<file path="config.mk">
export PLATFORM = sky130hd
export DESIGN_NAME = uart_host_protocol
export DESIGN_NICKNAME = d
export VERILOG_FILES = /design/src/rtl/uart_host_protocol.sv
export SDC_FILE = /design/constraint.sdc
export NUM_CORES = 1
export LEC_CHECK = 0
export ABC_CLOCK_PERIOD_IN_PS = 6700
export CAP_MARGIN = 5
export CORE_MARGIN = 2
export CORE_UTILIZATION = 55
export CTS_BUF_LIST = sky130_fd_sc_hd__clkbuf_8
export CTS_CLUSTER_SIZE = 14
export DETAILED_ROUTE_END_ITERATION = 16
export HOLD_SLACK_MARGIN = 0.08
export PLACE_DENSITY = 0.94
export SLEW_MARGIN = 20
export SYNTH_ARGS = -nofsm -noshare
export SYNTH_HDL_FRONTEND = slang
export SYNTH_SLANG_ARGS = --single-unit
</file>
<file path="constraint.sdc">
create_clock -name i_clk -period 6.7 [get_ports i_clk]
set_input_delay 1.005 -clock i_clk [delete_from_list [all_inputs] [get_ports i_clk]]
set_output_delay 1.005 -clock i_clk [all_outputs]
set_load 0.005 [all_outputs]
</file>
<file path="src/rtl/uart_host_protocol.sv">
// UART host protocol engine.
// Turns a parallel read/write request into a byte frame for an external UART
// transmitter, then waits for a one-byte reply:
//   write frame: 0x57, A[15:8], A[7:0], D   -> reply 0x4B expected
//   read  frame: 0x52, A[15:8], A[7:0]      -> reply is the data byte
// A bounded reply wait reports o_timeout. Reset assertion is immediate;
// release is synchronised internally so the FSM never leaves reset
// metastably.
module uart_host_protocol #(
    parameter int TIMEOUT = 250000
) (
    input  logic        i_clk,
    input  logic        i_reset,
    input  logic        i_req,
    input  logic        i_we,
    input  logic [15:0] i_addr,
    input  logic [7:0]  i_wdat,
    output logic        o_busy,
    output logic        o_done,
    output logic [7:0]  o_rdat,
    output logic        o_err,
    output logic        o_timeout,
    output logic        o_uart_send_pulse,
    output logic [7:0]  o_uart_dat,
    input  logic        i_uart_send_ready,
    input  logic        i_uart_received_pulse,
    input  logic [7:0]  i_uart_dat
);

    localparam int               CNT_W    = (TIMEOUT > 1) ? $clog2(TIMEOUT) : 1;
    localparam logic [CNT_W-1:0] CNT_LAST = CNT_W'(TIMEOUT - 1);

    localparam logic [7:0] CMD_WRITE = 8'h57;
    localparam logic [7:0] CMD_READ  = 8'h52;
    localparam logic [7:0] WRITE_ACK = 8'h4B;

    localparam logic [2:0] ST_IDLE        = 3'd0;
    localparam logic [2:0] ST_SEND        = 3'd1;
    localparam logic [2:0] ST_WAIT_TXLOW  = 3'd2;
    localparam logic [2:0] ST_WAIT_TXHIGH = 3'd3;
    localparam logic [2:0] ST_WAIT_RX     = 3'd4;
    localparam logic [2:0] ST_DONE        = 3'd5;

    // Frame byte selected by position; the command byte encodes direction.
    function automatic logic [7:0] frame_byte(
        input logic        we,
        input logic [15:0] addr,
        input logic [7:0]  wdat,
        input logic [1:0]  idx
    );
        logic [7:0] b;
        case (idx)
            2'd0:    b = we ? CMD_WRITE : CMD_READ;
            2'd1:    b = addr[15:8];
            2'd2:    b = addr[7:0];
            2'd3:    b = wdat;
            default: b = 8'h00;
        endcase
        return b;
    endfunction

    // Reset synchroniser and internal reset
    logic rst_meta_r;
    logic rst_sync_r;
    logic rst_n_s;

    // State and captured request
    logic [2:0]       state_r,    state_nxt_s;
    logic [1:0]       idx_r,      idx_nxt_s;
    logic [CNT_W-1:0] cnt_r,      cnt_nxt_s;
    logic             we_r,       we_nxt_s;
    logic [15:0]      addr_r,     addr_nxt_s;
    logic [7:0]       wdat_r,     wdat_nxt_s;

    // Registered outputs
    logic             busy_r,     busy_nxt_s;
    logic             done_r,     done_nxt_s;
    logic [7:0]       rdat_r,     rdat_nxt_s;
    logic             err_r,      err_nxt_s;
    logic             timeout_r,  timeout_nxt_s;
    logic             pulse_r,    pulse_nxt_s;
    logic [7:0]       udat_r,     udat_nxt_s;

    logic [1:0]       last_idx_s;

    assign rst_n_s    = rst_sync_r;
    assign last_idx_s = we_r ? 2'd3 : 2'd2;

    // Assert reset asynchronously, release it two clock edges later.
    always_ff @(posedge i_clk or negedge i_reset) begin
        if (!i_reset) begin
            rst_meta_r <= 1'b0;
            rst_sync_r <= 1'b0;
        end else begin
            rst_meta_r <= 1'b1;
            rst_sync_r <= rst_meta_r;
        end
    end

    // Next-state and next-output computation for the protocol FSM.
    always_comb begin
        state_nxt_s   = state_r;
        idx_nxt_s     = idx_r;
        cnt_nxt_s     = cnt_r;
        we_nxt_s      = we_r;
        addr_nxt_s    = addr_r;
        wdat_nxt_s    = wdat_r;
        busy_nxt_s    = busy_r;
        done_nxt_s    = 1'b0;
        rdat_nxt_s    = rdat_r;
        err_nxt_s     = err_r;
        timeout_nxt_s = timeout_r;
        pulse_nxt_s   = 1'b0;
        udat_nxt_s    = udat_r;

        case (state_r)
            ST_IDLE: begin
                if (i_req) begin
                    we_nxt_s      = i_we;
                    addr_nxt_s    = i_addr;
                    wdat_nxt_s    = i_wdat;
                    idx_nxt_s     = 2'd0;
                    err_nxt_s     = 1'b0;
                    timeout_nxt_s = 1'b0;
                    busy_nxt_s    = 1'b1;
                    state_nxt_s   = ST_SEND;
                end else begin
                    state_nxt_s   = ST_IDLE;
                end
            end
            ST_SEND: begin
                // The byte is latched with the strobe and held until the next one.
                if (i_uart_send_ready) begin
                    pulse_nxt_s = 1'b1;
                    udat_nxt_s  = frame_byte(we_r, addr_r, wdat_r, idx_r);
                    state_nxt_s = ST_WAIT_TXLOW;
                end else begin
                    state_nxt_s = ST_SEND;
                end
            end
            ST_WAIT_TXLOW: begin
                if (!i_uart_send_ready) begin
                    state_nxt_s = ST_WAIT_TXHIGH;
                end else begin
                    state_nxt_s = ST_WAIT_TXLOW;
                end
            end
            ST_WAIT_TXHIGH: begin
                if (i_uart_send_ready) begin
                    if (idx_r == last_idx_s) begin
                        cnt_nxt_s   = '0;
                        state_nxt_s = ST_WAIT_RX;
                    end else begin
                        idx_nxt_s   = idx_r + 2'd1;
                        state_nxt_s = ST_SEND;
                    end
                end else begin
                    state_nxt_s = ST_WAIT_TXHIGH;
                end
            end
            ST_WAIT_RX: begin
                // A reply arriving on the expiry cycle takes priority.
                if (i_uart_received_pulse) begin
                    done_nxt_s    = 1'b1;
                    timeout_nxt_s = 1'b0;
                    state_nxt_s   = ST_DONE;
                    if (we_r) begin
                        err_nxt_s  = (i_uart_dat != WRITE_ACK);
                    end else begin
                        rdat_nxt_s = i_uart_dat;
                    end
                end else if (cnt_r == CNT_LAST) begin
                    done_nxt_s    = 1'b1;
                    timeout_nxt_s = 1'b1;
                    err_nxt_s     = 1'b0;
                    state_nxt_s   = ST_DONE;
                end else begin
                    cnt_nxt_s     = cnt_r + CNT_W'(1);
                    state_nxt_s   = ST_WAIT_RX;
                end
            end
            ST_DONE: begin
                busy_nxt_s  = 1'b0;
                state_nxt_s = ST_IDLE;
            end
            default: begin
                busy_nxt_s  = 1'b0;
                state_nxt_s = ST_IDLE;
            end
        endcase
    end

    // State, captured request and output registers.
    always_ff @(posedge i_clk or negedge rst_n_s) begin
        if (!rst_n_s) begin
            state_r   <= ST_IDLE;
            idx_r     <= 2'd0;
            cnt_r     <= '0;
            we_r      <= 1'b0;
            addr_r    <= 16'h0000;
            wdat_r    <= 8'h00;
            busy_r    <= 1'b0;
            done_r    <= 1'b0;
            rdat_r    <= 8'h00;
            err_r     <= 1'b0;
            timeout_r <= 1'b0;
            pulse_r   <= 1'b0;
            udat_r    <= 8'h00;
        end else begin
            state_r   <= state_nxt_s;
            idx_r     <= idx_nxt_s;
            cnt_r     <= cnt_nxt_s;
            we_r      <= we_nxt_s;
            addr_r    <= addr_nxt_s;
            wdat_r    <= wdat_nxt_s;
            busy_r    <= busy_nxt_s;
            done_r    <= done_nxt_s;
            rdat_r    <= rdat_nxt_s;
            err_r     <= err_nxt_s;
            timeout_r <= timeout_nxt_s;
            pulse_r   <= pulse_nxt_s;
            udat_r    <= udat_nxt_s;
        end
    end

    assign o_busy            = busy_r;
    assign o_done            = done_r;
    assign o_rdat            = rdat_r;
    assign o_err             = err_r;
    assign o_timeout         = timeout_r;
    assign o_uart_send_pulse = pulse_r;
    assign o_uart_dat        = udat_r;

endmodule

</file>
Word-level counts from Yosys, hierarchy flattened
Cells that the tools add are included.

storage, ports and cells
  bits in registers = 71
  input port bits = 38
  output and inout port bits = 21
  logic and storage cells = 86

cells by class
  $add $sub $neg = 2
  equality and inequality tests = 18
  mux-type cells = 35
  bitwise logic cells = 2
  reductions and logical operators = 14

operators with widths
  kind                                           number
  2-to-1 mux 18 bit                              4
  case mux 18 bit (2 select lines)               1
  case mux 8 bit (4 select lines)                1
  adder 18 x 1 -> 18 bit, second input constant  1
  == test 18 bit, second input constant          1
  2-to-1 mux 1 bit                               17
  case mux 3 bit (5 select lines)                1
  != test 2 bit, second input constant           6
  2-to-1 mux 3 bit                               3
  2-to-1 mux 2 bit                               4
  != test 8 x 7 -> 1 bit, second input constant  1
  AND reduction 4 bit                            2
  == test 3 x 2 -> 1 bit, second input constant  2
  != test 3 bit, second input constant           2
  case mux 1 bit (2 select lines)                3
  AND reduction 2 bit                            3
  AND reduction 3 bit                            2
  nonzero test 2 bit                             3
  AND reduction 5 bit                            1
  == test 2 bit, second input constant           2
  case mux 2 bit (2 select lines)                1
  OR reduction 4 bit                             1
  == test 3 x 1 -> 1 bit, second input constant  1
  == test 3 bit, second input constant           1
  6 further kinds                                7

Longest topological paths before layout
Gate-level depths: netlist of run 1.

  depth in word-level cells = 5
  mapped depth = 7
  depth with buffers taken out = 6

Worst setup path after synthesis of run 1
Ideal clock, no wire load.

  path type = input to register
  from = input port i_uart_send_ready
  to = register cnt_r[17]
  library setup time = 0.144 ns
  arrival = 2.027 ns
  required time = 6.556 ns
  setup slack = 4.529 ns
  stages on the path = 5
  path buffers = 1
  cell sequence = nand2_1 -> or4_1 -> o21ai_4 -> buf_6 -> o211ai_2

between the ends
  longest elaborated chain between the ends = 2

ends and longest elaborated chain
  what                           line  text
  from (decl)                    25    input logic i_uart_send_ready,
  != test 2 bit (no line)        -
  AND reduction 5 bit (no line)  -
  to (signal assigned)           212   cnt_r <= cnt_nxt_s;
  to (decl)                      70    logic [CNT_W-1:0] cnt_r, cnt_nxt_s;

No other way between the ends.
A chain may end at the register's enable or synchronous reset.

Worst setup path after layout of run 1
  from = input port i_uart_received_pulse
  to = register cnt_r[10]

between the ends
  longest elaborated chain between the ends = 2

ends and longest elaborated chain
  what                           line  text
  from (decl)                    26    input logic i_uart_received_pulse,
  != test 2 bit (no line)        -
  AND reduction 5 bit (no line)  -

No other way between the ends.

==> results.cfg, run 1 <==
[yosys]
synth.cell_area_um2 = 3380
post_synth_edffs = 0
yosys.cell_types.count = 52
synth_sequential_area_ratio_pct = 52.6
ys_seq_elements = 71
postSynth.asyncResetShare_pct = 100
synth_area_per_cell_um2 = 11.3
syn_inst = 299
synthesis.nets = 342
synth_top_flop_cell = sky130_fd_sc_hd__dfrtp_1
yosys_warns = 0

[grt]
grt_antenna_before_repair = 0
maximum_number_of_pins_on_one_net_before_global_route_repair = 70
grt_usage_pct = 24.8
grt_overflow = 0
grt_pass1_vias = 2517
grt_pass1_wl_um = 12500

[pwr]
peakVddDrop_uv = 210
leakagePower_nw = 1.78
power_density_nw_per_um2 = 363

[detailed_routing]
vias_per_cell = 6.12
postRouteWirelength_um = 7920
antenna_violating_nets_post_route = 0
wl_met3_um = 434
wl_met2_um = 3940
routedLengthMet1_um = 3360
remaining_drcs = 0
vias_post_dr = 2661
drt_first_pass_iters = 5
detailedRoute.firstIterationViolations = 305
detail_route.wl_per_cell_um = 18.2
top_layer_used = met4

[worst_hold_path]
min_path_type = register to register
hold_path_startpoint = rst_meta_r$_DFF_PN0_
min_to = rst_n_s$_DFF_PN0_
number_of_cells_traversed_by_the_worst_hold_path = 0

[timing]
maxClockFrequency_mhz = 368
final.setup.worst_slack_ns = 3.98
timing.slew.headroom_pct = 44.0
finalHoldWorstSlack_ns = 0.355
layout_worst_path_cycle_share_pct = 40.6
fin_setup_tns_ns = 0
report.final.hold_viol_count = 0
grt_setup_unrepaired = no
min_period_ns = 2.72
setup_violations = 0
timing_max_transition_violations_final = 0
max_clock_skew_ns = 0.0107
timing_worst_slew_pin_value_ns = 0.841

[clocking]
clk_path_buf_depth = 2
cts_setup_buffers = 0
post_cts_resize_count = 0
cts_root_buffer = sky130_fd_sc_hd__clkbuf_8
tritoncts.num_buffers = 9
clkSlewWorstSetupHoldPaths_ns = 0.08
number_of_sinks_on_the_clock_net = 71
cts_hold_buffers = 0
htree_num_levels = 3
clk-insertion-delay-late_ns = 0.36
cts_tree = yes

[flow_run]
timing.max_cap.violations = 0

[place]
placed_area_um2 = 3990
port_buffers = 58
dp_hpwl_um = 5160
finalWeightedCongestion = 0.866
dp_worst_setup_slack_ns = 3.58

[critical_path]
timing.critical_path.from_type = primary input
cpPeakStageDelay_ns = 0.68
critPathMaxFanout = 17
worstReg2RegStart = state_r[1]$_DFF_PN0_
crit_path_end_kind = register
worst_ep_arrival_time_ns = 2.91
worst_path_max_delay_cell = sky130_fd_sc_hd__o21ai_4
required_time_of_the_critical_path_ns = 6.89
worst-setup-path-type = primary input to register
worst_r2r_path_depth = 4
ff_to_ff_setup_slack_ns = 4.07
critical_r2r_capture = o_rdat[7]$_DFFE_PN0P_
crit_chain = clkdlybuf4s50_1, nor2b_1, nand2_1, o21ai_4, a31oi_1

[finish]
finalInstanceArea_um2 = 4230
area_delta_synth_final_pct = 25.1
most_used_cells_in_the_layout_excluding_fill_and_tap_cells = 70 x sky130_fd_sc_hd__dfrtp_1, 58 x sky130_fd_sc_hd__clkdlybuf4s50_1, 32 x sky130_fd_sc_hd__mux2_2
antenna-diode-count = 0
nets = 398
drive_above_1_share_pct = 18.3
fillCellCount = 373
final_common_cell = sky130_fd_sc_hd__dfrtp_1

[die]
initial_core_util_pct = 57.1
design.core.area_um2 = 5920
floorplan.rows = 28
floorplan.die.height_um = 82.4
die_area_um2 = 6790
pin_count = 59
floorplan.die.width_um = 82.4

[status]
run_status = completed
state kept, by name, indices dropped and copies added (netlist names):
register	flops
cnt_r	18
addr_r	16
o_rdat	8
o_uart_dat	8
wdat_r	8
state_r	3
idx_r	2
o_busy	1
o_done	1
o_err	1
o_timeout	1
o_uart_send_pulse	1
rst_meta_r	1
rst_n_s	1
we_r	1
routing by layer:
metal	vias up	GRT usage [%]
li1	1209	-
met1	1313	34.0
met2	123	38.1
met3	16	4.46
met4	0	12.3
met5	-	0
worst max-delay path, delay by kind of cell:
kind | cells | cell delay (ns)
AO/OA/AOI/OAI | 2 | 0.89
buffers and inverters | 1 | 0.51
AND/OR/NAND/NOR | 2 | 0.50
layout make-up:
class	count	area [um^2]	area share [%]
repair buffers	59	588	13.9
multi-input cells	200	1490	35.1
inverters	14	52.6	1.24
clock inverters	6	92.6	2.19
flip-flops and latches	71	1780	42.1
clock buffers	10	138	3.26
well taps	75	93.8	2.22
per-stage QoR:
| stage | util (%) | std cells | power (W) |
|---|---|---|---|
| after floorplan | - | 299 | 0.000968 |
| after global placement | 67.4 | 419 | 0.00109 |
| after detailed placement | 67.4 | 419 | 0.00113 |
| after CTS | 71.3 | 435 | 0.00153 |
| after global routing | 71.4 | 435 | 0.00161 |
| final | 71.4 | 435 | 0.00153 |
worst max path at each step:
stage / cells past startpoint / from / to / slack, ns
after CTS: 4 / i_req / addr_r[0]$_DFFE_PN0P_ / 3.93
after global routing: 5 / i_uart_received_pulse / cnt_r[10]$_DFFE_PN0P_ / 3.83
after global placement: 4 / i_req / addr_r[4]$_DFFE_PN0P_ / 3.65
final: 5 / i_uart_received_pulse / cnt_r[10]$_DFFE_PN0P_ / 3.98
after floorplan: 5 / i_uart_send_ready / cnt_r[17]$_DFFE_PN0P_ / 4.53
after detailed placement: 4 / i_req / wdat_r[1]$_DFFE_PN0P_ / 3.58
synth_stat cells, types with 5 or more instances:
cell type	n	share of area (%)
sky130_fd_sc_hd__a22oi_1	5	1.1
sky130_fd_sc_hd__a31oi_1	16	3.0
sky130_fd_sc_hd__a21oi_1	9	1.3
sky130_fd_sc_hd__nand3_1	8	1.2
sky130_fd_sc_hd__ha_1	5	1.9
sky130_fd_sc_hd__clkbuf_1	8	0.89
sky130_fd_sc_hd__nand2_1	31	3.4
sky130_fd_sc_hd__dfrtp_1	71	53
sky130_fd_sc_hd__nor2_1	12	1.3
sky130_fd_sc_hd__mux2_2	32	11
sky130_fd_sc_hd__inv_1	13	1.4
sky130_fd_sc_hd__o21ai_0	10	1.5
kinds of logic after synthesis:
kind of cell    synth area share [%]
xor+xnor                       0.777
flops                           52.6
mux                             12.5
buf+inv                         3.66
other cells                    0.111
fa+ha+maj                       1.85
compound gates                  14.7
simple gates                    13.8
where the power goes:
group	switching [W]	internal [W]
Combinational	0.000189	0.000245
Clock	0.000170	0.000222
Sequential	0.000131	0.000576
Total	0.000490	0.00104
No activity file was read; power rests on OpenSTA's default activity.
==> run 2: changes to the inputs <==
ABC_CLOCK_PERIOD_IN_PS = 2800   (was 6700)
clock period = 2.8 ns   (was 6.7 ns; I/O delays follow)
==> run 2 against run 1 <==
Clock skew about the same. Cell count rose by 0.46%. Combinational power is 140% higher. Flip-flop and latch count unchanged. Hold slack got worse by 0.13 ns. Non-clock buffer count up 3. Utilization is 0.93 points lower. Clock power up 76%. Wire length increased by 1.2%. First-iteration DRC count is 4.9% higher. Critical path depth unchanged. Worst setup slack got worse by 3.4 ns.
==> results.cfg, run 2 (synthesized netlist as in run 1, its figures left out) <==
[status]
run_status = completed

[critical_path]
worst-setup-path-type = register to register
required_time_of_the_critical_path_ns = 3.05
crit_path_end_kind = register
worst_path_max_delay_cell = sky130_fd_sc_hd__dfrtp_1
timing.critical_path.from_type = register
critPathMaxFanout = 17
crit_chain = nor2_1, nand2_1, o21ai_4, buf_4, mux2i_1
worst_ep_arrival_time_ns = 2.48
cpPeakStageDelay_ns = 0.46

[place]
placed_area_um2 = 4020
dp_hpwl_um = 5340
port_buffers = 58
finalWeightedCongestion = 0.823

[clocking]
cts_tree = yes
cts_root_buffer = sky130_fd_sc_hd__clkbuf_8
htree_num_levels = 3
clkSlewWorstSetupHoldPaths_ns = 0.07
number_of_sinks_on_the_clock_net = 71
clk-insertion-delay-late_ns = 0.35
tritoncts.num_buffers = 9
post_cts_resize_count = 0
clk_path_buf_depth = 2
cts_setup_buffers = 0
cts_hold_buffers = 0

[finish]
drive_above_1_share_pct = 17.7
most_used_cells_in_the_layout_excluding_fill_and_tap_cells = 70 x sky130_fd_sc_hd__dfrtp_1, 58 x sky130_fd_sc_hd__clkdlybuf4s50_1, 32 x sky130_fd_sc_hd__mux2_2
antenna-diode-count = 0
final_common_cell = sky130_fd_sc_hd__dfrtp_1
largest_register_ff_count = 18
top_regs = cnt_r: 18 flops, addr_r: 16 flops
fillCellCount = 384
max_flop_register = cnt_r
layout.core_utilization_pct = 70.5
nets = 401
area_delta_synth_final_pct = 23.4
finalInstanceArea_um2 = 4170

[pwr]
power_density_nw_per_um2 = 819
peakVddDrop_uv = 449
leakagePower_nw = 1.78
post-layout-total-power_w = 0.00342

[timing]
finalHoldWorstSlack_ns = 0.226
max_clock_skew_ns = 0.0109
report.final.hold_viol_count = 0
fin_setup_tns_ns = 0
min_period_ns = 2.23
setup_violations = 0
grt_setup_unrepaired = no
layout_worst_path_cycle_share_pct = 79.8
timing_max_transition_violations_final = 0
timing_worst_slew_pin_value_ns = 0.868
maxClockFrequency_mhz = 448
timing.slew.headroom_pct = 42.1

[detailed_routing]
postRouteWirelength_um = 8010
vias_per_cell = 6.20
vias_post_dr = 2708
remaining_drcs = 0
detailedRoute.firstIterationViolations = 320
drt_first_pass_iters = 5
antenna_violating_nets_post_route = 0
detail_route.wl_per_cell_um = 18.3

[die]
pin_count = 59
floorplan.die.height_um = 82.4
floorplan.die.width_um = 82.4
floorplan.rows = 28
die_area_um2 = 6790
design.core.area_um2 = 5920
initial_core_util_pct = 57.1

[grt]
grt_overflow = 0
grt_usage_pct = 25.9
maximum_number_of_pins_on_one_net_before_global_route_repair = 70
grt_pass1_wl_um = 13000
grt_antenna_before_repair = 0
grt_pass1_vias = 2630

[worst_hold_path]
min_path_type = primary input to async pin

[flow_run]
timing.max_cap.violations = 0
[run 2: final cells by class]
cell class                      count  area [um^2]  area share (%)
Clock buffer                       10          138            3.30
Clock inverter                      5         20.0           0.480
Inverter                           14         52.6            1.26
Multi-Input combinational cell    200         1480            35.5
Sequential cell                    71         1780            42.6
Tap cell                           75         93.8            2.25
Timing Repair Buffer               62          611            14.6
[run 2: critical path: cells and delay by family (launching register included)]
kind	cells	cell delay (ns)
and+or+nand+nor	2	0.81
AOI/OAI and AO/OA	1	0.25
muxes	1	0.30
DFF	1	0.46
buffers and inverters	1	0.31
[run 2: metal layers]
metal	wire [um]	share of wire (%)	vias to the layer above	global-route usage, %
met5	0	0	-	0
met4	200	2.5	0	11.0
met3	537	6.7	21	7.07
met2	4110	51	121	41.8
met1	3160	39	1354	32.7
li1	-	-	1212	-
[run 2: metrics by stage]
step	instances	worst slack [ns]
final	437	0.566
after global placement	422	0.561
after CTS	437	0.662
after floorplan	299	0.676
after detailed placement	422	0.423
after global routing	437	0.513
[run 2: where the power goes]
group	switching (W)	internal, W
registers	0.000302	0.00138
logic	0.000455	0.000591
clock network	0.000363	0.000327
total	0.00112	0.00230
[run 2: worst paths after layout]
check,start,endpoint,slack [ns],cells after the start
min reg2reg,rst_meta_r$_DFF_PN0_,rst_n_s$_DFF_PN0_,0.35,0
max reg2reg,state_r[1]$_DFF_PN0_,cnt_r[1]$_DFFE_PN0P_,0.57,5
max in group asynchronous,rst_n_s$_DFF_PN0_,addr_r[13]$_DFFE_PN0P_,1.77,1
min,i_reset,rst_meta_r$_DFF_PN0_,0.23,1
min in group i_clk,rst_meta_r$_DFF_PN0_,rst_n_s$_DFF_PN0_,0.35,0
max,state_r[1]$_DFF_PN0_,cnt_r[1]$_DFFE_PN0P_,0.57,5
